File: src/rtl/hazard_ctrl_pkg.sv
// Shared types and constants for the pipeline hazard controller:
// divide sequencer state encoding and E-stage forward-select codes.
package hazard_ctrl_pkg;

    typedef enum logic [1:0] {
        IDLE = 2'd0,
        BUSY = 2'd1,
        DONE = 2'd2
    } divState_t;

    localparam logic [1:0] FWD_RF = 2'b00;
    localparam logic [1:0] FWD_W  = 2'b01;
    localparam logic [1:0] FWD_M  = 2'b10;

    // E-stage operand select; M wins over W and $0 is never forwarded.
    function automatic logic [1:0] fwdSelE(
        input logic [4:0] src,
        input logic       regWriteM,
        input logic [4:0] writeRegM,
        input logic       regWriteW,
        input logic [4:0] writeRegW
    );
        if (regWriteM && src != 5'd0 && writeRegM == src)
            return FWD_M;
        else if (regWriteW && src != 5'd0 && writeRegW == src)
            return FWD_W;
        else
            return FWD_RF;
    endfunction

endpackage

File: src/rtl/hazard_ctrl_if.sv
// Bundle of pipeline-register specifiers/control bits in, and the
// stall/flush/forward controls back out to the pipeline.
interface hazard_ctrl_if;
    import hazard_ctrl_pkg::*;

    logic [4:0] RsD, RtD;
    logic       BranchD, PCSrcD;
    logic [4:0] RsE, RtE, WriteRegE;
    logic       RegWriteE, MemtoRegE, DivStartE;
    logic [4:0] WriteRegM;
    logic       RegWriteM, MemtoRegM;
    logic [4:0] WriteRegW;
    logic       RegWriteW;

    logic       stallF, stallD, stallE;
    logic       flushD, flushE, flushM;
    logic [1:0] ForwardAE, ForwardBE;
    logic       ForwardAD, ForwardBD;
    logic       div_busy, div_done;

    modport master (
        output RsD, RtD, BranchD, PCSrcD, RsE, RtE, WriteRegE,
               RegWriteE, MemtoRegE, DivStartE, WriteRegM, RegWriteM,
               MemtoRegM, WriteRegW, RegWriteW,
        input  stallF, stallD, stallE, flushD, flushE, flushM,
               ForwardAE, ForwardBE, ForwardAD, ForwardBD, div_busy, div_done
    );

    modport slave (
        input  RsD, RtD, BranchD, PCSrcD, RsE, RtE, WriteRegE,
               RegWriteE, MemtoRegE, DivStartE, WriteRegM, RegWriteM,
               MemtoRegM, WriteRegW, RegWriteW,
        output stallF, stallD, stallE, flushD, flushE, flushM,
               ForwardAE, ForwardBE, ForwardAD, ForwardBD, div_busy, div_done
    );

endinterface

File: src/rtl/hazard_ctrl_div_seq.sv
// Divide sequencer: freezes the front of the pipe for DIV_CYCLES cycles
// while the divider in E runs, then pulses divDone for one cycle.
module hazard_ctrl_div_seq
    import hazard_ctrl_pkg::*;
#(
    parameter int DIV_CYCLES = 32,
    parameter int CNT_W      = 6
) (
    input  logic clk,
    input  logic reset,
    input  logic divStartE,
    output logic dstall,
    output logic divBusy,
    output logic divDone
);

    divState_t          stateReg, stateNext;
    logic [CNT_W-1:0]   cntReg, cntNext;

    always_ff @(posedge clk or posedge reset) begin
        if (reset) begin
            stateReg <= IDLE;
            cntReg   <= '0;
        end else begin
            stateReg <= stateNext;
            cntReg   <= cntNext;
        end
    end

    // The IDLE cycle that sees the divide already counts as a stall cycle,
    // so BUSY lasts DIV_CYCLES-1 cycles.
    always_comb begin
        stateNext = stateReg;
        cntNext   = cntReg;
        dstall    = 1'b0;
        divBusy   = 1'b0;
        divDone   = 1'b0;
        unique case (stateReg)
            IDLE: begin
                if (divStartE) begin
                    dstall    = 1'b1;
                    stateNext = BUSY;
                    cntNext   = CNT_W'(DIV_CYCLES - 2);
                end
            end
            BUSY: begin
                dstall  = 1'b1;
                divBusy = 1'b1;
                if (cntReg == '0)
                    stateNext = DONE;
                else
                    cntNext = cntReg - CNT_W'(1);
            end
            DONE: begin
                divDone   = 1'b1;
                stateNext = IDLE;
            end
            default: stateNext = IDLE;
        endcase
    end

endmodule

File: src/rtl/hazard_ctrl.sv
// Hazard/interlock controller for the 5-stage pipeline: forwarding selects,
// load-use and branch interlocks, taken-branch flush and divide freeze.
module hazard_ctrl
    import hazard_ctrl_pkg::*;
#(
    parameter int DIV_CYCLES = 32,
    parameter int CNT_W      = 6
) (
    input  logic          clk,
    input  logic          reset,
    hazard_ctrl_if.slave  hz
);

    logic dstall, lwstall, brstall, hazStall;
    logic divBusy, divDone;

    hazard_ctrl_div_seq #(
        .DIV_CYCLES (DIV_CYCLES),
        .CNT_W      (CNT_W)
    ) u_div_seq (
        .clk       (clk),
        .reset     (reset),
        .divStartE (hz.DivStartE),
        .dstall    (dstall),
        .divBusy   (divBusy),
        .divDone   (divDone)
    );

    always_comb begin
        hz.ForwardAE = fwdSelE(hz.RsE, hz.RegWriteM, hz.WriteRegM, hz.RegWriteW, hz.WriteRegW);
        hz.ForwardBE = fwdSelE(hz.RtE, hz.RegWriteM, hz.WriteRegM, hz.RegWriteW, hz.WriteRegW);
        hz.ForwardAD = hz.RegWriteM && hz.RsD != 5'd0 && hz.WriteRegM == hz.RsD;
        hz.ForwardBD = hz.RegWriteM && hz.RtD != 5'd0 && hz.WriteRegM == hz.RtD;
    end

    // A load result in M is not ready for the D-stage compare, so it stalls
    // rather than forwards; an ALU result in M is forwarded instead.
    always_comb begin
        lwstall = hz.MemtoRegE && hz.WriteRegE != 5'd0 &&
                  (hz.WriteRegE == hz.RsD || hz.WriteRegE == hz.RtD);
        brstall = hz.BranchD &&
                  ((hz.RegWriteE && hz.WriteRegE != 5'd0 &&
                    (hz.WriteRegE == hz.RsD || hz.WriteRegE == hz.RtD)) ||
                   (hz.MemtoRegM && hz.WriteRegM != 5'd0 &&
                    (hz.WriteRegM == hz.RsD || hz.WriteRegM == hz.RtD)));
        hazStall = lwstall || brstall || dstall;
    end

    // A frozen E is never bubbled; M takes bubbles while E is held.
    always_comb begin
        hz.stallF   = hazStall;
        hz.stallD   = hazStall;
        hz.stallE   = dstall;
        hz.flushE   = (lwstall || brstall) && !dstall;
        hz.flushD   = hz.PCSrcD && !hazStall;
        hz.flushM   = dstall;
        hz.div_busy = divBusy;
        hz.div_done = divDone;
    end

endmodule

File: src/flat_wrapper.sv
// flat-port wrapper written by rule: the top's interface ports become plain ports
module hazard_ctrl_flat import hazard_ctrl_pkg::*;
#(
    parameter int DIV_CYCLES = 32,
    parameter int CNT_W      = 6
)
  (clk, reset, hz_RsD, hz_RtD, hz_BranchD, hz_PCSrcD, hz_RsE, hz_RtE, hz_WriteRegE, hz_RegWriteE, hz_MemtoRegE, hz_DivStartE, hz_WriteRegM, hz_RegWriteM, hz_MemtoRegM, hz_WriteRegW, hz_RegWriteW, hz_stallF, hz_stallD, hz_stallE, hz_flushD, hz_flushE, hz_flushM, hz_ForwardAE, hz_ForwardBE, hz_ForwardAD, hz_ForwardBD, hz_div_busy, hz_div_done);
  hazard_ctrl_if hz_i ();
  input  logic clk;
  input  logic reset;
  input wire logic [$bits(hz_i.RsD)-1:0] hz_RsD;
  input wire logic [$bits(hz_i.RtD)-1:0] hz_RtD;
  input wire logic [$bits(hz_i.BranchD)-1:0] hz_BranchD;
  input wire logic [$bits(hz_i.PCSrcD)-1:0] hz_PCSrcD;
  input wire logic [$bits(hz_i.RsE)-1:0] hz_RsE;
  input wire logic [$bits(hz_i.RtE)-1:0] hz_RtE;
  input wire logic [$bits(hz_i.WriteRegE)-1:0] hz_WriteRegE;
  input wire logic [$bits(hz_i.RegWriteE)-1:0] hz_RegWriteE;
  input wire logic [$bits(hz_i.MemtoRegE)-1:0] hz_MemtoRegE;
  input wire logic [$bits(hz_i.DivStartE)-1:0] hz_DivStartE;
  input wire logic [$bits(hz_i.WriteRegM)-1:0] hz_WriteRegM;
  input wire logic [$bits(hz_i.RegWriteM)-1:0] hz_RegWriteM;
  input wire logic [$bits(hz_i.MemtoRegM)-1:0] hz_MemtoRegM;
  input wire logic [$bits(hz_i.WriteRegW)-1:0] hz_WriteRegW;
  input wire logic [$bits(hz_i.RegWriteW)-1:0] hz_RegWriteW;
  output wire logic [$bits(hz_i.stallF)-1:0] hz_stallF;
  output wire logic [$bits(hz_i.stallD)-1:0] hz_stallD;
  output wire logic [$bits(hz_i.stallE)-1:0] hz_stallE;
  output wire logic [$bits(hz_i.flushD)-1:0] hz_flushD;
  output wire logic [$bits(hz_i.flushE)-1:0] hz_flushE;
  output wire logic [$bits(hz_i.flushM)-1:0] hz_flushM;
  output wire logic [$bits(hz_i.ForwardAE)-1:0] hz_ForwardAE;
  output wire logic [$bits(hz_i.ForwardBE)-1:0] hz_ForwardBE;
  output wire logic [$bits(hz_i.ForwardAD)-1:0] hz_ForwardAD;
  output wire logic [$bits(hz_i.ForwardBD)-1:0] hz_ForwardBD;
  output wire logic [$bits(hz_i.div_busy)-1:0] hz_div_busy;
  output wire logic [$bits(hz_i.div_done)-1:0] hz_div_done;
  assign hz_i.RsD = hz_RsD;
  assign hz_i.RtD = hz_RtD;
  assign hz_i.BranchD = hz_BranchD;
  assign hz_i.PCSrcD = hz_PCSrcD;
  assign hz_i.RsE = hz_RsE;
  assign hz_i.RtE = hz_RtE;
  assign hz_i.WriteRegE = hz_WriteRegE;
  assign hz_i.RegWriteE = hz_RegWriteE;
  assign hz_i.MemtoRegE = hz_MemtoRegE;
  assign hz_i.DivStartE = hz_DivStartE;
  assign hz_i.WriteRegM = hz_WriteRegM;
  assign hz_i.RegWriteM = hz_RegWriteM;
  assign hz_i.MemtoRegM = hz_MemtoRegM;
  assign hz_i.WriteRegW = hz_WriteRegW;
  assign hz_i.RegWriteW = hz_RegWriteW;
  assign hz_stallF = hz_i.stallF;
  assign hz_stallD = hz_i.stallD;
  assign hz_stallE = hz_i.stallE;
  assign hz_flushD = hz_i.flushD;
  assign hz_flushE = hz_i.flushE;
  assign hz_flushM = hz_i.flushM;
  assign hz_ForwardAE = hz_i.ForwardAE;
  assign hz_ForwardBE = hz_i.ForwardBE;
  assign hz_ForwardAD = hz_i.ForwardAD;
  assign hz_ForwardBD = hz_i.ForwardBD;
  assign hz_div_busy = hz_i.div_busy;
  assign hz_div_done = hz_i.div_done;
  hazard_ctrl #(.DIV_CYCLES(DIV_CYCLES), .CNT_W(CNT_W)) u_core (.clk(clk), .reset(reset), .hz(hz_i));
endmodule
File: config.mk
export PLATFORM = sky130hd
export DESIGN_NAME = hazard_ctrl_flat
export DESIGN_NICKNAME = d
export VERILOG_FILES = /design/src/rtl/hazard_ctrl_pkg.sv /design/src/rtl/hazard_ctrl_if.sv /design/src/rtl/hazard_ctrl_div_seq.sv /design/src/rtl/hazard_ctrl.sv /design/src/flat_wrapper.sv
export SDC_FILE = /design/constraint.sdc
export NUM_CORES = 1
export LEC_CHECK = 0
export CAP_MARGIN = 20
export CORE_MARGIN = 2
export CORE_UTILIZATION = 38
export DETAILED_ROUTE_END_ITERATION = 8
export PLACE_DENSITY = 0.76
export SYNTH_ARGS = -nofsm -noshare
export SYNTH_HDL_FRONTEND = slang
export SYNTH_SLANG_ARGS = --single-unit
File: constraint.sdc
create_clock -name clk -period 2 [get_ports clk]
set_input_delay 0.3 -clock clk [delete_from_list [all_inputs] [get_ports clk]]
set_output_delay 0.3 -clock clk [all_outputs]
set_load 0.05 [all_outputs]
Word level (Yosys, flattened, before mapping)
Index checks and enable logic that the tools add are counted.
{"block": "word_totals", "output_inout_bits": 14, "elab_cells": 69, "reg_bits": 8, "in_bits": 45}
{"block": "classes", "n_eq_ne": 13, "mux": 14, "addsub": 1, "n_reduce_logical": 39}
{"operator": "== test 5 bit", "n": 8}
{"operator": "nonzero test 5 bit", "n": 6}
{"operator": "logical AND 1 bit", "n": 21}
{"operator": "2-to-1 mux 6 bit", "n": 2}
{"operator": "case mux 6 bit (2 select lines)", "n": 1}
{"operator": "2-to-1 mux 2 bit", "n": 4}
{"operator": "logical NOT 6 bit", "n": 1}
{"operator": "!= test 2 bit (second input constant)", "n": 3}
{"operator": "subtractor 6 x 1 -> 6 bit (second input constant)", "n": 1}
{"operator": "logical OR 1 bit", "n": 5}
{"operator": "2-to-1 mux 1 bit", "n": 5}
{"operator": "case mux 2 bit (2 select lines)", "n": 1}
{"operator": "AND reduction 3 bit", "n": 1}
{"operator": "== test 2 x 1 -> 1 bit (second input constant)", "n": 1}
{"operator": "== test 2 bit (second input constant)", "n": 1}
{"operator": "logical NOT 1 bit", "n": 2}
{"operator": "logical NOT 2 bit", "n": 1}
{"operator": "case mux 1 bit (2 select lines)", "n": 1}
{"operator": "AND reduction 2 bit", "n": 1}
{"operator": "nonzero test 2 bit", "n": 1}

Logic depth before layout (Yosys ltp)
Gate-level depths: netlist of run 1.
{"block": "logic_depth", "depth_word": 9, "depth_mapped": 7, "depth_no_buf": 6}

Modules after synthesis
A second synthesis of run 1 with hierarchy kept.
{"block": "hier_totals", "cells_unflattened": 133, "hier_area_um2": 1097.3}
{"mod": "hazard_ctrl", "area_per_inst_um2": 638.1, "n_inst": 1, "cells_per_inst": 86, "seq_area_each_um2": 0.0}
{"mod": "hazard_ctrl_div_seq", "area_per_inst_um2": 459.2, "n_inst": 1, "cells_per_inst": 47, "seq_area_each_um2": 200.2}

Least setup slack after synthesis of run 1
No wires, ideal clock.
{"block": "synth_timing", "path_type": "in2out", "start": "input port hz_WriteRegM[3]", "end": "output port hz_ForwardAE[0]", "required_ns": 1.700, "stages": 5, "path_buffers": 1, "setup_slack_ns": -1.298, "t_arrival_ns": 2.998, "path_cell_list": "clkbuf_1 xnor2_1 nand4_1 nor4_1 nor4_1"}
{"block": "synth_via", "elab_chain_len": 3}
{"element": "start, declared", "line": "flat_wrapper.sv:21", "source": "input wire logic [$bits(hz_i.WriteRegM)-1:0] hz_WriteRegM;"}
{"element": "== test 5 bit", "line": "hazard_ctrl_pkg.sv:23", "source": "if (regWriteM && src != 5'd0 && writeRegM == src)"}
{"element": "logical AND 1 bit", "line": "hazard_ctrl_pkg.sv:23"}
{"element": "2-to-1 mux 2 bit", "line": "hazard_ctrl_pkg.sv:23"}
{"element": "end, declared", "line": "flat_wrapper.sv:32", "source": "output wire logic [$bits(hz_i.ForwardAE)-1:0] hz_ForwardAE;"}
No other way between the ends.

Final worst setup path of run 1
{"block": "layout_timing", "start": "input port hz_WriteRegE[1]", "end": "output port hz_flushD"}
{"block": "layout_via", "elab_chain_len": 9, "word_cells_on_any_way": 14, "classes_between": "2 x eq/ne; 12 x reduce/logical"}
{"element": "start, declared", "line": "flat_wrapper.sv:17", "source": "input wire logic [$bits(hz_i.WriteRegE)-1:0] hz_WriteRegE;"}
{"element": "== test 5 bit or nonzero test 5 bit (tied branches)"}
{"element": "logical OR 1 bit or logical AND 1 bit (tied branches)", "line": "hazard_ctrl.sv:40, hazard_ctrl.sv:43, hazard_ctrl.sv:42"}
{"element": "logical AND 1 bit", "line": "hazard_ctrl.sv:42", "source": "((hz.RegWriteE && hz.WriteRegE != 5'd0 &&"}
{"element": "logical OR 1 bit", "line": "hazard_ctrl.sv:43", "source": "(hz.WriteRegE == hz.RsD || hz.WriteRegE == hz.RtD)) ||"}
{"element": "logical AND 1 bit", "line": "hazard_ctrl.sv:41", "source": "brstall = hz.BranchD &&"}
{"element": "logical OR 1 bit * (2 in series)", "line": "hazard_ctrl.sv:46", "source": "hazStall = lwstall || brstall || dstall;"}
{"element": "logical NOT 1 bit *", "line": "hazard_ctrl.sv:55", "source": "hz.flushD = hz.PCSrcD && !hazStall;"}
{"element": "logical AND 1 bit *", "line": "hazard_ctrl.sv:55"}
{"element": "end, declared", "line": "flat_wrapper.sv:29", "source": "output wire logic [$bits(hz_i.flushD)-1:0] hz_flushD;"}
Every way passes the cells marked *; elsewhere a longest branch is shown, timed or not.

==> summary.md, run 1 <==
| Metric | Value |
|---|---|
| Residual DRC | 0 |
| Initial Util | 40.63% |
| Final Max Tran Viols | 0 |
| CP Cell Sequence | dlygate4sd2_1 -> buf_4 -> xor2_1 -> nor3_2 -> o21ai_1 -> buf_4 -> and4_4 -> buf_12 |
| Power consumption | 0.5806 mW |
| FF-to-FF Start | u_core.u_div_seq.cntReg[0] |
| Ys Warns | 0 |
| Main area contributors after synthesis | xnor2_1, dfrtp_1, xor2_1 |
| Synthesized Nets | 177 |
| Clock sink total | 8 |
| N_diodes | 0 |
| Setup WS post-layout | 29.31 ps |
| Fin Clk Skew | 1.482 ps |
| RD Place Congestion | 0.8770 |
| DRT Wirelength | 3915 µm |
| Mapped Cells | 130 |
| H-tree Lvls | 1 |
| CTS max path bufs | 2 |
| Vias | 1321 |
| Die Y | 55.93 µm |
| Setup-failing EPs final | 0 |
| # rows | 18 |
| CP Launch Type | input pin |
| Outcome | completed |
| Largest net degree at the start of global routing | 10 |
| Fillers | 167 |
| Number of global-route vias before repair | 1394 |
| Beginning of the critical path | hz_WriteRegE[1] |
| Final period util | 98.53% |
| CP Class | input pin to output port |
| Initial antenna violation count | 0 |
| Avg Inst Size Synth | 7.883 µm² |
| Area grow syn2layout | 99.27% |
| Slew headroom | 67.19% |
| Post-layout net count | 268 |
| CTS clk-pin slew, worst paths | 50 ps |
| Post-Place Worst Slack | -309.5 ps |
| CP Max Fanout | 3 |
| Crit-path leading delay family | buffers and inverters |
| CTS Buf Count | 3 |
| Sequential element share of the synthesized area | 19.54% |
| Post-route ant nets | 0 |
| WP data arrival | 1670 ps |
| Yosys cell types | 27 |
| Buf/Inv on CP | 4 |
| CTS tree | yes |
| CP max stage cell | dlygate4sd2_1 |
| Max Clock Freq | 507.4 MHz |
| Lkg Pwr | 0.8476 nW |
| CP most frequent cell | buf_4 |
| Hold_buf cts | 0 |
| Final min period | 1971 ps |
| Fin Setup TNS | 0 ps |
| Via/cell ratio | 5.305 |
| Req. time, crit path | 1700 ps |
| Root Buffer | clkbuf_4 |
| Worst hold path class | input pin to async pin |
| Max_cap viols | 0 |
| Mapped cell area | 1025 µm² |
| DR WL/cell | 15.72 µm |
| Initial DRT Pass Iterations | 4 |
| VDD IR max | 0.3018 mV |
| Slowest cell delay on critical path | 280 ps |
| DRT iter0 DRCs | 59 |
| Post-DP HPWL | 3066 µm |
| DIE AREA | 3128 µm² |
| Actual slew at the worst max-slew pin | 490.6 ps |
| First-pass GRT wire length | 6251 µm |
| IO Count | 59 |
| Horiz. Die Dim | 55.93 µm |
| Final hold vios | 0 |
| Cell taking the most area after synthesis | xnor2_1 |
| Worst skew pair latency | 270 ps |
| PortBufs | 58 |
| GRT Overall Usage | 25.08% |
| Power density cells | 284.3 nW/µm² |
| Register bit total from synthesis | 8 |
| Top cell type's share of synthesized area | 25.64% |
| Grt ovf | 0 |
| Fraction of layout cells with a size suffix above 1 | 41.55% |
| Core Box Area | 2522 µm² |
| Crit. End Element | output port |
## through the flow
step | utilization, % | cells | hold WS [ps] | cell area [µm²]
floorplan | - | 130 | 115.7 | 1142
global placement | 78.77 | 240 | 499.6 | 1987
detailed placement | 78.77 | 240 | 508.5 | 1987
CTS | 81.20 | 247 | 290.8 | 2048
global route | 80.95 | 249 | 328.5 | 2042
finish | 80.95 | 249 | 278.7 | 2042
## cells in the mapped netlist
library cell,instances
o211ai_1,1
a31oi_1,1
nor2b_1,1
nor3_1,5
a31o_4,1
nor2_2,1
xor2_1,14
clkbuf_1,5
nor4_1,4
a21boi_0,1
nand2_1,8
a21oi_1,7
xnor2_1,30
or4_1,5
and4_1,1
buf_4,2
ha_1,2
nand2b_1,1
inv_1,5
nor2_1,9
a21o_1,1
dfrtp_1,8
nand4_1,4
or3_1,1
a2111oi_2,1
o21ai_0,4
nand3_1,7
## layout by cell type, fill, tap and decap left out, types with 3 or more instances in the layout
master / instances
inv_1: 4
or4_4: 4
dfrtp_1: 8
clkbuf_2: 7
clkdlybuf4s50_1: 14
nor4_4: 4
buf_12: 7
a21oi_1: 6
nor2_1: 6
clkbuf_4: 3
nand2_1: 8
xnor2_1: 29
xor2_1: 13
buf_4: 36
nand4_1: 4
buf_6: 6
nand3_1: 6
nor3_1: 3
dlygate4sd2_1: 12
buf_2: 7
## final timing paths
check	end	slack [ps]	depth (start not counted)
hold reg to reg	u_core.u_div_seq.cntReg[0]	530	1
setup / recovery	hz_flushD	30	8
setup reg to reg	u_core.u_div_seq.cntReg[5]	310	6
hold / removal	u_core.u_div_seq.cntReg[1]	280	2
min in group clk	u_core.u_div_seq.cntReg[0]	530	1
max in group asynchronous	u_core.u_div_seq.cntReg[4]	1490	2
## per-layer routing
layer / wire length (µm) / vias up / global-route usage, % / share of wire [%]
met4: 99 / 0 / 10.88 / 2.5
met2: 2103 / 65 / 45.92 / 54
met1: 1475 / 622 / 29.79 / 38
met3: 237 / 11 / 1.860 / 6.1
met5: 0 / - / 0 / 0
li1: - / 623 / - / -
## cell type report
cell class,instances,area (µm²),area share (%)
multi-input cells,110,919.6,45.04
repair buffers,93,843.3,41.30
flip-flops and latches,8,200.2,9.804
well taps,30,37.54,1.838
clock buffers,3,22.52,1.103
inverters,5,18.77,0.9191
## sequential cells by signal, indices dropped and copies added, names as in the netlist
name                       count
u_core.u_div_seq.cntReg        6
u_core.u_div_seq.stateReg      2
## what timing repair did
item,CTS,global route
endpoints found under the setup margin,10,8
pin swaps,19,14
gates resized for setup,78,22
buffers inserted,4,2
## kinds of logic after synthesis
| group | Yosys count | share of synthesized area (%) |
|---|---|---|
| simple gates | 47 | 23.93 |
| compound gates | 17 | 11.36 |
| buf+inv | 12 | 5.128 |
| xor+xnor | 44 | 37.61 |
| flops | 8 | 19.54 |
| fa+ha+maj | 2 | 2.442 |
## power breakdown
group	switching, mW	total (mW)	leakage (nW)	internal (mW)
Clock	0.0624	0.132	0.0138	0.0691
Sequential	0	0.162	0.0973	0.162
Combinational	0.130	0.287	0.737	0.157
Total	0.193	0.581	0.848	0.388
No activity file was read; power rests on OpenSTA's default activity.
==> run 2: changes to the inputs <==
--- a/config.mk
+++ b/config.mk
@@ -6,7 +6,6 @@
 export NUM_CORES = 1
 export LEC_CHECK = 0
 export CAP_MARGIN = 20
-export CORE_MARGIN = 2
 export CORE_UTILIZATION = 38
 export DETAILED_ROUTE_END_ITERATION = 8
 export PLACE_DENSITY = 0.76
==> run 2 against run 1 <==
Compared with the run above:
- critical path depth is 2 lower
- maximum frequency down 0.64%
- wire length decreased by 10%
- core utilization is essentially flat
- worst hold slack improved by 0.55 ps
- global-route usage is 0.88 points higher
- critical path type unchanged
- sequential share of layout area about the same
- critical endpoint unchanged
- worst setup slack got worse by 13 ps
==> summary.md, run 2 (synthesis results as in run 1) <==
| Metric | Value |
|---|---|
| Largest regs | u_core.u_div_seq.cntReg x6, u_core.u_div_seq.stateReg x2 |
| DR WL met2 | 1864 µm (-11%) |
| CP max stage cell | or4_4 |
| CTS clk-pin slew, worst paths | 60 ps (about the same) |
| DIE AREA | 2908 µm² (-7.0%) |
| Slowest cell delay on critical path | 480 ps (+200 ps) |
| Final period util | 99.16% (+0.63 points) |
| Initial DRT Pass Iterations | 4 (unchanged) |
| Residual DRC | 0 (unchanged) |
| DRT Wirelength | 3511 µm (-10%) |
| Largest net degree at the start of global routing | 10 (unchanged) |
| Setup-failing EPs final | 0 (unchanged) |
| RD Place Congestion | 0.8071 (-8.0%) |
| Register share of total power | 28.3% (+0.4 points) |
| GRT Overall Usage | 25.96% (+0.88 points) |
| IO Count | 59 (unchanged) |
| Crit. End Element | output port |
| Die Y | 53.93 µm (-3.6%) |
| Area grow syn2layout | 99.15% (about the same) |
| Number of global-route vias before repair | 1277 (-8.4%) |
| DR WL/cell | 14.39 µm (-8.5%) |
| Post-DP HPWL | 3065 µm (about the same) |
| Max Clock Freq | 504.2 MHz (-0.64%) |
| Vias | 1239 (-6.2%) |
| Root Buffer | clkbuf_4 |
| Post-layout net count | 263 (-1.9%) |
| Horiz. Die Dim | 53.93 µm (-3.6%) |
| DRT iter0 DRCs | 17 (-71%) |
| Lkg Pwr | 0.8325 nW (-1.8%) |
| DP Cell Count | 240 (unchanged) |
| PortBufs | 58 (unchanged) |
| Hold_buf cts | 0 (unchanged) |
| Outcome | completed |
| Most frequent cells in the layout | buf_4, xnor2_1, dlygate4sd2_1 |
| CP Max Fanout | 3 (unchanged) |
| CP Launch Type | input pin |
| H-tree Lvls | 1 (unchanged) |
| CTS Buf Count | 3 (unchanged) |
| Fin Clk Skew | 1.913 ps (+0.4307 ps) |
| Max_cap viols | 0 (unchanged) |
| Crit-path leading delay family | simple AND/OR/NAND/NOR gates |
| Post-route ant nets | 0 (unchanged) |
| Clock sink total | 8 (unchanged) |
| First-pass GRT wire length | 5409 µm (-13%) |
| Via/cell ratio | 5.078 (-4.3%) |
| Worst skew pair latency | 270 ps (about the same) |
| CTS tree | yes |
| Wl on met1 | 1420 µm (-3.7%) |
| Req. time, crit path | 1700 ps (about the same) |
| Post-route cell area | 2041 µm² (about the same) |
| Grt ovf | 0 (unchanged) |
| Buf/Inv on CP | 2 (-2) |
| Worst hold path class | input pin to async pin |
| Dpl cell area | 1987 µm² (unchanged) |
| Sw Share | 32.60% (-0.57 points) |
| Power density cells | 280.8 nW/µm² (-1.3%) |
| CP Class | input pin to output port |
| Max reg flops | 6 (unchanged) |
| CP Cell Sequence | clkdlybuf4s15_2 -> or4_4 -> o211ai_1 -> a21o_1 -> and4_4 -> buf_12 |
| Highest metal used | met4 |
| Multi-input gate area | 920.9 µm² (+0.14%) |
| Switch Pwr | 0.1868 mW (-3.0%) |
| Final min period | 1983 ps (+12.60 ps) |
| Slew headroom | 67.15% (about the same) |
| Initial antenna violation count | 0 (unchanged) |
| Clock power share | 23.0% (+0.3 points) |
| Fillers | 165 (-1.2%) |
| Met3 routed WL | 141 µm (-41%) |
| Commonest non-fill, non-tap cell in the layout | buf_4 |
| Final hold vios | 0 (unchanged) |
| Final Max Tran Viols | 0 (unchanged) |
| Core Box Area | 2522 µm² (unchanged) |
| Actual slew at the worst max-slew pin | 491.2 ps (+0.5534 ps) |
| Top reg by flops | u_core.u_div_seq.cntReg |
| Fraction of layout cells with a size suffix above 1 | 36.92% (-4.6 points) |
| Internal power consumption | 0.3862 mW (-0.47%) |
| Combinational power share | 48.8% (-0.6 points) |
| N_diodes | 0 (unchanged) |
| WP data arrival | 1680 ps (about the same) |
| # rows | 18 (unchanged) |
| Register Area | 200.2 µm² (unchanged) |
| Final Non-Filler Cells | 244 (-2.0%) |
| RSZ-0062 raised after global routing | yes |
| Initial Util | 40.63% (unchanged) |
| CTS max path bufs | 2 (unchanged) |
| VDD IR max | 0.3306 mV (+9.5%) |
run 2: cell count changes in the layout (fill, tap and decap cells not counted), sizes merged:
cell / previous run / this run
clkbuf: 10 / 4
buf: 58 / 50
clkdlybuf4s15: 2 / 7
dlygate4sd2: 12 / 15
dlymetal6s2s: 0 / 1
run 2: stage by stage:
stage               hold slack [ps]  setup slack, ps  util, %  power (mW)  TNS [ps]
floorplan                     115.7           -77.33        -      0.2807    -171.7
global placement              498.4           -271.5    78.77      0.4435     -2020
detailed placement            511.2           -328.4    78.77      0.4547     -2295
CTS                           290.8           -11.76    79.91      0.5715    -11.76
global route                  322.1           -30.93    80.90      0.6048    -61.90
finish                        279.2            16.71    80.90      0.5729         0
run 2: worst paths after layout:
path                       slack (ps)                       start                           end  depth (start not counted)
setup / recovery                   20             hz_WriteRegM[1]                     hz_flushD                          6
hold / removal                    280                       reset    u_core.u_div_seq.cntReg[3]                          2
setup reg to reg                  320  u_core.u_div_seq.cntReg[0]    u_core.u_div_seq.cntReg[5]                          6
hold reg to reg                   530  u_core.u_div_seq.cntReg[0]    u_core.u_div_seq.cntReg[0]                          1
max in group asynchronous        1490                       reset  u_core.u_div_seq.stateReg[1]                          2
min in group clk                  530  u_core.u_div_seq.cntReg[0]    u_core.u_div_seq.cntReg[0]                          1
run 2: layer usage:
metal	track usage, %	up-vias
met5	0	-
met4	14.04	0
met3	1.695	9
met2	48.15	46
met1	28.93	571
li1	-	613
run 2: what timing repair did:
| action | in CTS | in global routing |
|---|---|---|
| cloned | 0 | 0 |
| buffers inserted | 1 | 0 |
| pin swaps | 16 | 11 |
| gates resized for setup | 70 | 10 |
| setup endpoints to repair | 9 | 8 |
run 2: area by class of cell:
type                            count  area share [%]
Multi-Input combinational cell    110           45.13
Timing Repair Buffer               88           41.20
Sequential cell                     8           9.810
Tap cell                           30           1.839
Clock buffer                        3           1.104
Inverter                            5          0.9197
run 2: power by group through the flow:
stage / logic (mW) / clock network, mW / registers [mW]
floorplan: 0.116 / 0 / 0.165
global placement: 0.279 / 0 / 0.165
detailed placement: 0.290 / 0 / 0.165
CTS: 0.275 / 0.134 / 0.162
global route: 0.299 / 0.144 / 0.162
finish: 0.279 / 0.132 / 0.162
